===== config.mk =====
export PLATFORM = sky130hd
export DESIGN_NAME = quad_decoder_flat
export DESIGN_NICKNAME = d
export VERILOG_FILES = /design/src/rtl/quad_pkg.sv /design/src/rtl/quad_decoder_if.sv /design/src/rtl/quad_filter.sv /design/src/rtl/quad_decoder.sv /design/src/flat_wrapper.sv
export SDC_FILE = /design/constraint.sdc
export NUM_CORES = 1
export LEC_CHECK = 0
export CELL_PAD_IN_SITES_DETAIL_PLACEMENT = 0
export CELL_PAD_IN_SITES_GLOBAL_PLACEMENT = 2
export CORE_ASPECT_RATIO = 0.5
export CORE_UTILIZATION = 37
export DETAILED_ROUTE_END_ITERATION = 16
export HOLD_SLACK_MARGIN = 0.12
export PLACE_DENSITY_LB_ADDON = 0.1
export SLEW_MARGIN = 30
export SYNTH_ARGS = -nofsm -noshare
export SYNTH_HDL_FRONTEND = slang
export SYNTH_SLANG_ARGS = --single-unit

===== constraint.sdc =====
create_clock -name CLK -period 4.7 [get_ports CLK]
set_input_delay 0.705 -clock CLK [delete_from_list [all_inputs] [get_ports CLK]]
set_output_delay 0.705 -clock CLK [all_outputs]
set_load 0.01 [all_outputs]

===== src/rtl/quad_pkg.sv =====
// ---------------------------------------------------------------------------
// quad_pkg
// Shared types and helpers for the quadrature decoder.
//   phase_t  : encoder phase encoded as {A,B}
//   fwd_next : phase reached by one step in the up direction
//   bwd_next : phase reached by one step in the down direction
// Up sequence: 00 -> 10 -> 11 -> 01 -> 00.
// ---------------------------------------------------------------------------
package quad_pkg;

    typedef enum logic [1:0] {
        PH00 = 2'b00,
        PH01 = 2'b01,
        PH10 = 2'b10,
        PH11 = 2'b11
    } phase_t;

    function automatic phase_t fwd_next(input phase_t ph);
        phase_t nxt;
        case (ph)
            PH00:    nxt = PH10;
            PH10:    nxt = PH11;
            PH11:    nxt = PH01;
            default: nxt = PH00;
        endcase
        return nxt;
    endfunction

    function automatic phase_t bwd_next(input phase_t ph);
        phase_t nxt;
        case (ph)
            PH00:    nxt = PH01;
            PH01:    nxt = PH11;
            PH11:    nxt = PH10;
            default: nxt = PH00;
        endcase
        return nxt;
    endfunction

endpackage


===== src/rtl/quad_decoder_if.sv =====
// ---------------------------------------------------------------------------
// quad_decoder_if
// Signal bundle between the encoder side and the counter side.
//   QA, QB   : raw encoder channels (asynchronous)
//   CLR_ERR  : synchronous clear of the illegal-transition counter
//   EN       : one-cycle count strobe
//   UP_DWN   : direction, 1 = up; holds its last value between strobes
//   ERR      : one-cycle pulse on an illegal double-bit jump
//   ERR_CNT  : saturating illegal-transition count
// master drives the encoder inputs, slave is the decoder.
// ---------------------------------------------------------------------------
interface quad_decoder_if #(
    parameter int ERR_CNT_W = 8
);
    logic                 QA;
    logic                 QB;
    logic                 CLR_ERR;
    logic                 EN;
    logic                 UP_DWN;
    logic                 ERR;
    logic [ERR_CNT_W-1:0] ERR_CNT;

    modport master (
        output QA, QB, CLR_ERR,
        input  EN, UP_DWN, ERR, ERR_CNT
    );

    modport slave (
        input  QA, QB, CLR_ERR,
        output EN, UP_DWN, ERR, ERR_CNT
    );
endinterface


===== src/rtl/quad_filter.sv =====
// ---------------------------------------------------------------------------
// quad_filter
// One encoder channel: two-flop synchroniser followed by a stability filter.
// The filtered value follows the synchronised value only after it has
// differed for FILTER_LEN consecutive edges; shorter pulses are dropped.
//   clk   : system clock
//   n_rst : asynchronous active-low reset
//   raw   : asynchronous channel input
//   filt  : synchronised, de-glitched channel value
// ---------------------------------------------------------------------------
module quad_filter #(
    parameter int FILTER_LEN = 4
) (
    input  logic clk,
    input  logic n_rst,
    input  logic raw,
    output logic filt
);

    // Counter only has to reach FILTER_LEN-1; the FILTER_LEN-th edge commits.
    localparam int CNT_W = (FILTER_LEN > 1) ? $clog2(FILTER_LEN) : 1;
    localparam logic [CNT_W-1:0] CNT_LAST = CNT_W'(FILTER_LEN - 1);

    logic             sync1;
    logic             sync2;
    logic             filt_q;
    logic [CNT_W-1:0] cnt;

    always_ff @(posedge clk or negedge n_rst) begin
        if (!n_rst) begin
            sync1  <= 1'b0;
            sync2  <= 1'b0;
            filt_q <= 1'b0;
            cnt    <= '0;
        end else begin
            sync1 <= raw;
            sync2 <= sync1;
            if (sync2 != filt_q) begin
                if (cnt == CNT_LAST) begin
                    filt_q <= sync2;
                    cnt    <= '0;
                end else begin
                    cnt <= cnt + 1'b1;
                end
            end else begin
                // Any agreement breaks the run, so the count restarts.
                cnt <= '0;
            end
        end
    end

    assign filt = filt_q;

endmodule


===== src/rtl/quad_decoder.sv =====
// ---------------------------------------------------------------------------
// quad_decoder
// Rotary-encoder front end for the up/down counter. Filters both channels,
// decodes Gray-code phase steps into registered count strobes with
// direction, and flags/counts illegal double-bit jumps.
//   CLK      : system clock, rising edge
//   N_RST    : asynchronous active-low reset
//   bus      : quad_decoder_if slave (QA/QB/CLR_ERR in, EN/UP_DWN/ERR/ERR_CNT out)
// After reset release the phase register shadows the filtered inputs for
// SETTLE_CYC cycles so a non-00 power-up position is not reported as a jump.
// ---------------------------------------------------------------------------
module quad_decoder
    import quad_pkg::*;
#(
    parameter int FILTER_LEN = 4,
    parameter int ERR_CNT_W  = 8
) (
    input  logic          CLK,
    input  logic          N_RST,
    quad_decoder_if.slave bus
);

    // Covers synchroniser (2) + filter (FILTER_LEN) + one decode edge.
    localparam int SETTLE_CYC = FILTER_LEN + 3;
    localparam int SETTLE_W   = $clog2(SETTLE_CYC + 1);

    logic filt_a;
    logic filt_b;

    quad_filter #(.FILTER_LEN(FILTER_LEN)) u_filt_a (
        .clk   (CLK),
        .n_rst (N_RST),
        .raw   (bus.QA),
        .filt  (filt_a)
    );

    quad_filter #(.FILTER_LEN(FILTER_LEN)) u_filt_b (
        .clk   (CLK),
        .n_rst (N_RST),
        .raw   (bus.QB),
        .filt  (filt_b)
    );

    phase_t               phase_q;
    phase_t               phase_nxt;
    phase_t               cur;
    logic                 en_q;
    logic                 en_nxt;
    logic                 up_q;
    logic                 up_nxt;
    logic                 err_q;
    logic                 err_nxt;
    logic [SETTLE_W-1:0]  settle_cnt;
    logic [ERR_CNT_W-1:0] err_cnt;
    logic                 settling;

    assign cur      = phase_t'({filt_a, filt_b});
    assign settling = (settle_cnt != '0);

    always_comb begin
        phase_nxt = cur;
        en_nxt    = 1'b0;
        up_nxt    = up_q;
        err_nxt   = 1'b0;
        if (!settling && (cur != phase_q)) begin
            if (cur == fwd_next(phase_q)) begin
                en_nxt = 1'b1;
                up_nxt = 1'b1;
            end else if (cur == bwd_next(phase_q)) begin
                en_nxt = 1'b1;
                up_nxt = 1'b0;
            end else begin
                // Both bits moved: direction is unknowable, resync to new phase.
                err_nxt = 1'b1;
            end
        end
    end

    always_ff @(posedge CLK or negedge N_RST) begin
        if (!N_RST) begin
            phase_q    <= PH00;
            en_q       <= 1'b0;
            up_q       <= 1'b0;
            err_q      <= 1'b0;
            settle_cnt <= SETTLE_W'(SETTLE_CYC);
            err_cnt    <= '0;
        end else begin
            phase_q <= phase_nxt;
            en_q    <= en_nxt;
            up_q    <= up_nxt;
            err_q   <= err_nxt;
            if (settling) begin
                settle_cnt <= settle_cnt - 1'b1;
            end
            // Clear wins over a coincident increment; ERR still pulses.
            if (bus.CLR_ERR) begin
                err_cnt <= '0;
            end else if (err_nxt && (err_cnt != '1)) begin
                err_cnt <= err_cnt + 1'b1;
            end
        end
    end

    assign bus.EN      = en_q;
    assign bus.UP_DWN  = up_q;
    assign bus.ERR     = err_q;
    assign bus.ERR_CNT = err_cnt;

endmodule


===== src/flat_wrapper.sv =====
// flat-port wrapper written by rule: the top's interface ports become plain ports
module quad_decoder_flat import quad_pkg::*;
#(
    parameter int FILTER_LEN = 4,
    parameter int ERR_CNT_W  = 8
)
  (CLK, N_RST, bus_QA, bus_QB, bus_CLR_ERR, bus_EN, bus_UP_DWN, bus_ERR, bus_ERR_CNT);
  quad_decoder_if #(.ERR_CNT_W(ERR_CNT_W)) bus_i ();
  input  logic CLK;
  input  logic N_RST;
  input wire logic [$bits(bus_i.QA)-1:0] bus_QA;
  input wire logic [$bits(bus_i.QB)-1:0] bus_QB;
  input wire logic [$bits(bus_i.CLR_ERR)-1:0] bus_CLR_ERR;
  output wire logic [$bits(bus_i.EN)-1:0] bus_EN;
  output wire logic [$bits(bus_i.UP_DWN)-1:0] bus_UP_DWN;
  output wire logic [$bits(bus_i.ERR)-1:0] bus_ERR;
  output wire logic [$bits(bus_i.ERR_CNT)-1:0] bus_ERR_CNT;
  assign bus_i.QA = bus_QA;
  assign bus_i.QB = bus_QB;
  assign bus_i.CLR_ERR = bus_CLR_ERR;
  assign bus_EN = bus_i.EN;
  assign bus_UP_DWN = bus_i.UP_DWN;
  assign bus_ERR = bus_i.ERR;
  assign bus_ERR_CNT = bus_i.ERR_CNT;
  quad_decoder #(.FILTER_LEN(FILTER_LEN), .ERR_CNT_W(ERR_CNT_W)) u_core (.CLK(CLK), .N_RST(N_RST), .bus(bus_i));
endmodule

== Yosys cells after proc, flatten, opt, wreduce, memory -nomap -nowiden ==
Index checks and enable logic that the tools add are counted.

* Output and inout bits: 11
* Word-level logic and storage cells: 58
* Input bits: 5
* Register bits after elaboration: 26

* Add/sub/neg operators: 4
* Equal/unequal tests: 11
* Multiplexer cells: 19
* Reduce and logical (&&, ||, !) cells: 10

{| class="wikitable"
|+ Operators with widths
! kind !! number
|-
| $mux 8 || 2
|-
| $mux 2 || 7
|-
| $pmux 2 s3 || 2
|-
| $add 8x1->8 const B || 1
|-
| $eq 2x2->1 const B || 4
|-
| $mux 1 || 8
|-
| $ne 8x8->1 const B || 1
|-
| $reduce_and 2->1 || 3
|-
| $add 2x1->2 const B || 2
|-
| $eq 2x2->1 || 2
|-
| $reduce_bool 2->1 || 2
|-
| $reduce_bool 3->1 || 1
|-
| $sub 3x1->3 const B || 1
|-
| $eq 2x1->1 const B || 1
|-
| $logic_and 1x1->1 || 2
|-
| $logic_not 2->1 || 1
|-
| $ne 1x1->1 || 2
|-
| $ne 2x2->1 || 1
|-
| $logic_not 1->1 || 1
|}

== Longest topological paths before layout ==
* Depth after elaboration: 14
* Gate-level depth with buffers: 7
* Gate-level depth less buffers: 7

== Hierarchy ==
A second synthesis with hierarchy kept.

* Cell total of the unflattened synthesis: 100
* Area total of the unflattened synthesis: 1,172.4 µm²

{| class="wikitable"
|+ Modules (own cells, without submodules)
! module !! cells an instance !! instances !! area each (µm²) !! seq. area each (µm²)
|-
| quad_decoder || 80 || 1 || 824.5 || 404.1
|-
| quad_filter || 10 || 2 || 173.9 || 125.1
|}

== Least setup slack after synthesis ==
Ideal clock, no wire load.

* Kind: reg-to-reg
* Start point: reg u_core.settle_cnt[0]
* End point: reg u_core.err_cnt[4], in the netlist u_core.bus.ERR_CNT[4]
* Required time: 4.622 ns
* Arrival: 1.761 ns
* Cell stages (with the launch flop): 7
* Buffers on the path: 0
* Period minus slack after synthesis: 1.839 ns
* Setup slack: 2.861 ns
* Setup time: 0.078 ns
* Path through: dfstp_2 inv_1 ha_1 nand2b_1 or3_4 or4_1 a21oi_1

* Word-level cells in the longest chain between the ends: 6

{| class="wikitable"
|+ RTL lines
! item !! line !! text
|-
| start, declared || quad_decoder.sv:53 || <nowiki>logic [SETTLE_W-1:0] settle_cnt;</nowiki>
|-
| start signal, assigned || quad_decoder.sv:85 || <nowiki>settle_cnt <= SETTLE_W'(SETTLE_CYC);</nowiki>
|-
| start signal, assigned || quad_decoder.sv:93 || <nowiki>settle_cnt <= settle_cnt - 1'b1;</nowiki>
|-
| $reduce_bool 3->1 || quad_decoder.sv:58 || <nowiki>assign settling = (settle_cnt != '0);</nowiki>
|-
| $logic_not 1->1 || quad_decoder.sv:65 || <nowiki>if (!settling && (cur != phase_q)) begin</nowiki>
|-
| $logic_and 1x1->1 || quad_decoder.sv:65 ||
|-
| $mux 1 || quad_decoder.sv:65 ||
|-
| $logic_and 1x1->1 || quad_decoder.sv:98 || <nowiki>end else if (err_nxt && (err_cnt != '1)) begin</nowiki>
|-
| $reduce_bool 2->1 (no line) || n/a ||
|-
| end signal, assigned || quad_decoder.sv:99 || <nowiki>err_cnt <= err_cnt + 1'b1;</nowiki>
|-
| end, declared || quad_decoder.sv:54 || <nowiki>logic [ERR_CNT_W-1:0] err_cnt;</nowiki>
|}

No other way between the ends.
A chain may end at the register's enable or synchronous reset.

== Final worst setup path ==
* Start point: reg u_core.err_cnt[2], in the netlist u_core.bus.ERR_CNT[2]
* End point: out bus_ERR_CNT[2]

{| class="wikitable"
|+ RTL lines
! item !! line !! text
|-
| end, declared || flat_wrapper.sv:17 || <nowiki>output wire logic [$bits(bus_i.ERR_CNT)-1:0] bus_ERR_CNT;</nowiki>
|}

No word-level cell between the ends.

==> impl_metrics.tcl <==
set metrics [dict create \
    p_per_area_mw_per_mm2 539.4 \
    timing.max_cap.violations 0 \
    max-vdd-ir-drop_mv 0.2125 \
    setup_violations 0 \
    cpPeakStageDelay_ns 0.60 \
    start_util_pct 41.19 \
    synth_top_area_share_pct 50.83 \
    clockPowerShare_pct 24.9 \
    grt_max_degree 27 \
    coreArea_mm2 0.002749 \
    clk_pin_slew_worst_paths_ns 0.09 \
    io_buffers 15 \
    syn_to_final_growth_pct 21.88 \
    seqPwrFrac_pct 43.1 \
    swShare_pct 31.02 \
    worstPathRequired_ns 3.99 \
    yosysUniqueCellTypes 28 \
    r2r_end "u_core.bus.ERR_CNT[5]" \
    dp.cells 149 \
    critPathKind "register to primary output" \
    die_area_mm2 0.003299 \
    cp_num_buf_inv 1 \
    grt_pass1_wl_um 3525 \
    fin_nets 127 \
    regToRegStartpoint "u_core.settle_cnt[0]" \
    crit_start "u_core.bus.ERR_CNT[2]" \
    hold_depth 0 \
    r2r_cells 6 \
    grtUsageTotal_pct 15.71 \
    crit_family "buffers and inverters" \
    final_cells 153 \
    grt_overflow_total 0 \
    synth_area_per_cell_um2 11.32 \
    drtPass1Iterations 4 \
    max-slew-margin-rel_pct 61.89 \
    syn-cell-area_mm2 0.001132 \
    tightest_slew_ns 0.5717 \
    postLayoutCoreUtil_pct 50.20 \
    wl_um 2086 \
    hp-start "u_core.u_filt_b.sync1" \
    status "complete, no violations" \
    slowest_stage "clkdlybuf4s50_1" \
    hp-class "register to register" \
    grt_setup_unrepaired "false" \
    post-route-min-period_ns 2.098 \
    min_period_over_period_pct 44.65 \
    synth_top_area_cell "dfrtp_1" \
    clock-root-buffer "clkbuf_8" \
    gp_congestion 0.7239 \
    cts.sinks 26 \
    holdBufCountCts 0 \
    crit_cells 1 \
    post-cts-setup-buffers 0 \
    cts_max_level 1 \
    layout-drive-gt1-share_pct 9.483 \
    synth_edf_count 0 \
    ant_nets 0 \
    p_switching_mw 0.2309 \
    post_cts_resized 0 \
    cp-end-kind "primary output" \
    vias_per_cell 5.399 \
    n_antenna_cell 0 \
    clk_latency_ns 0.27 \
    die_h_um 41.12 \
    vias 826 \
    cts_tree "yes" \
    synth_common_cells "dfrtp_1 (23), a21oi_1 (8), xnor2_1 (8)" \
    internal-power_mw 0.5135 \
    post-route-drc-count 0 \
    grt_antenna_before_repair 0 \
    hold_viol 0 \
    cp.arrival_ns 1.39 \
    cts_buffers 3 \
    grt_pass1_vias 797 \
    path_cells "clkdlybuf4s50_1" \
    yosysWarnings 0 \
    combPwrFrac_pct 32.0 \
    dp_hpwl_um 1482 \
    ys_seq_elements 26 \
    cts_max_path_buffers 2 \
    timing.critical_path.to "bus_ERR_CNT[2]" \
    drtIter0Drc 13 \
    yosysSeqAreaShare_pct 57.79 \
    async_reset_ff_share_pct 100.0 \
    synth.most_common_cell "dfrtp_1" \
    max_freq_mhz 476.5 \
    fp-row-count 13 \
    ys.flop_type "dfrtp_1" \
    drv_slew 0 \
    crit_fanout 9 \
    syn_inst 100 \
    crit_path_start_kind "register" \
    tns_ns 0 \
    leakagePower_nw 0.5575 \
    worst_clock_skew_ns 0.007725 \
    netlist_top_cells_area "dfrtp_1 (51%), dfstp_2 (7.0%), xnor2_1 (6.2%), ha_1 (5.5%), a21oi_1 (3.5%)" \
    syn-num-nets 110 \
    die_width_um 80.24 \
    wl_per_cell_um 13.63 \
    reg2reg_slack_ns 2.63 \
    boundaryPins 16 \
]
[how the worst min path moves through the flow]
stage	slack [ns]	endpoint
final	0.36	u_core.u_filt_b.sync2
after CTS	0.36	u_core.u_filt_a.sync2
after detailed placement	0.34	u_core.u_filt_b.sync2
after floorplan	0.33	u_core.u_filt_a.sync2
after global placement	0.33	u_core.u_filt_b.sync2
after global routing	0.37	u_core.u_filt_b.sync2
[placed cells by master, fill, tap and decap left out, drive strengths merged, types with 2 or more instances in the layout]
master	n
a21oi	8
a311oi	2
clkbuf	3
clkdlybuf4s50	14
dfrtp	23
dfstp	3
ha	5
inv	6
mux2	2
nand2	3
nand3	4
nor2	7
nor2b	2
nor3	3
o21ai	5
o31ai	3
or3	3
or4	2
xnor2	8
[state kept, by name, summed over array words and instances (netlist names)]
register	cells
u_core.bus.EN	1
u_core.bus.ERR	1
u_core.bus.ERR_CNT	8
u_core.bus.UP_DWN	1
u_core.phase_q	2
u_core.settle_cnt	3
u_core.u_filt_a.cnt	2
u_core.u_filt_a.filt	1
u_core.u_filt_a.sync1	1
u_core.u_filt_a.sync2	1
u_core.u_filt_b.cnt	2
u_core.u_filt_b.filt	1
u_core.u_filt_b.sync1	1
u_core.u_filt_b.sync2	1
[power by group through the flow]
stage / registers [mW] / logic [mW] / clock network [mW]
detailed placement: 0.326 / 0.242 / 0
floorplan: 0.326 / 0.165 / 0
CTS: 0.322 / 0.243 / 0.190
finish: 0.321 / 0.238 / 0.185
global route: 0.332 / 0.269 / 0.200
global placement: 0.323 / 0.231 / 0
[area by class of cell]
| class | count | area (µm²) |
|---|---|---|
| multi-input combinational | 65 | 440.4 |
| sequential | 26 | 654.4 |
| timing repair buffer | 15 | 145.1 |
| tap | 37 | 46.29 |
| clock inverter | 1 | 30.03 |
| clock buffer | 3 | 41.29 |
| fill | 260 | 1369 |
| inverter | 6 | 22.52 |
[metrics by stage]
| step | cell area [µm²] | hold slack (ns) | total power, mW | setup WS (ns) |
|---|---|---|---|---|
| 6_report | 1380 | 0.3579 | 0.7444 | 2.602 |
| 5_1_grt | 1380 | 0.3696 | 0.8008 | 2.536 |
| 4_1_cts | 1380 | 0.3630 | 0.7550 | 2.615 |
| 3_5_place_dp | 1309 | 0.3416 | 0.5678 | 2.643 |
| 3_3_place_gp | 1314 | 0.3317 | 0.5535 | 2.697 |
| 2_1_floorplan | 1132 | 0.3312 | 0.4914 | 2.861 |
[kinds of logic (layout without fill, tap and decap cells)]
kind of cell	count (synthesis)	after routing	share of synthesized area (%)
AO/OA/AOI/OAI	23	23	12.60
XOR/XNOR	8	8	6.188
adder cells (fa/ha/maj)	5	5	5.525
buffers and inverters	9	25	3.315
flip-flops	26	26	57.79
multiplexers	2	2	1.989
AND/OR/NAND/NOR	27	27	12.60
[per-layer routing]
| layer | track usage (%) | share of wire [%] | vias up |
|---|---|---|---|
| li1 | - | - | 381 |
| met2 | 29.70 | 47 | 14 |
| met4 | 8.036 | 1.6 | 0 |
| met1 | 16.78 | 48 | 426 |
| met3 | 5.333 | 4.0 | 5 |
| met5 | 0 | 0 | - |
Note: power is estimated with default switching activity, not from simulation.
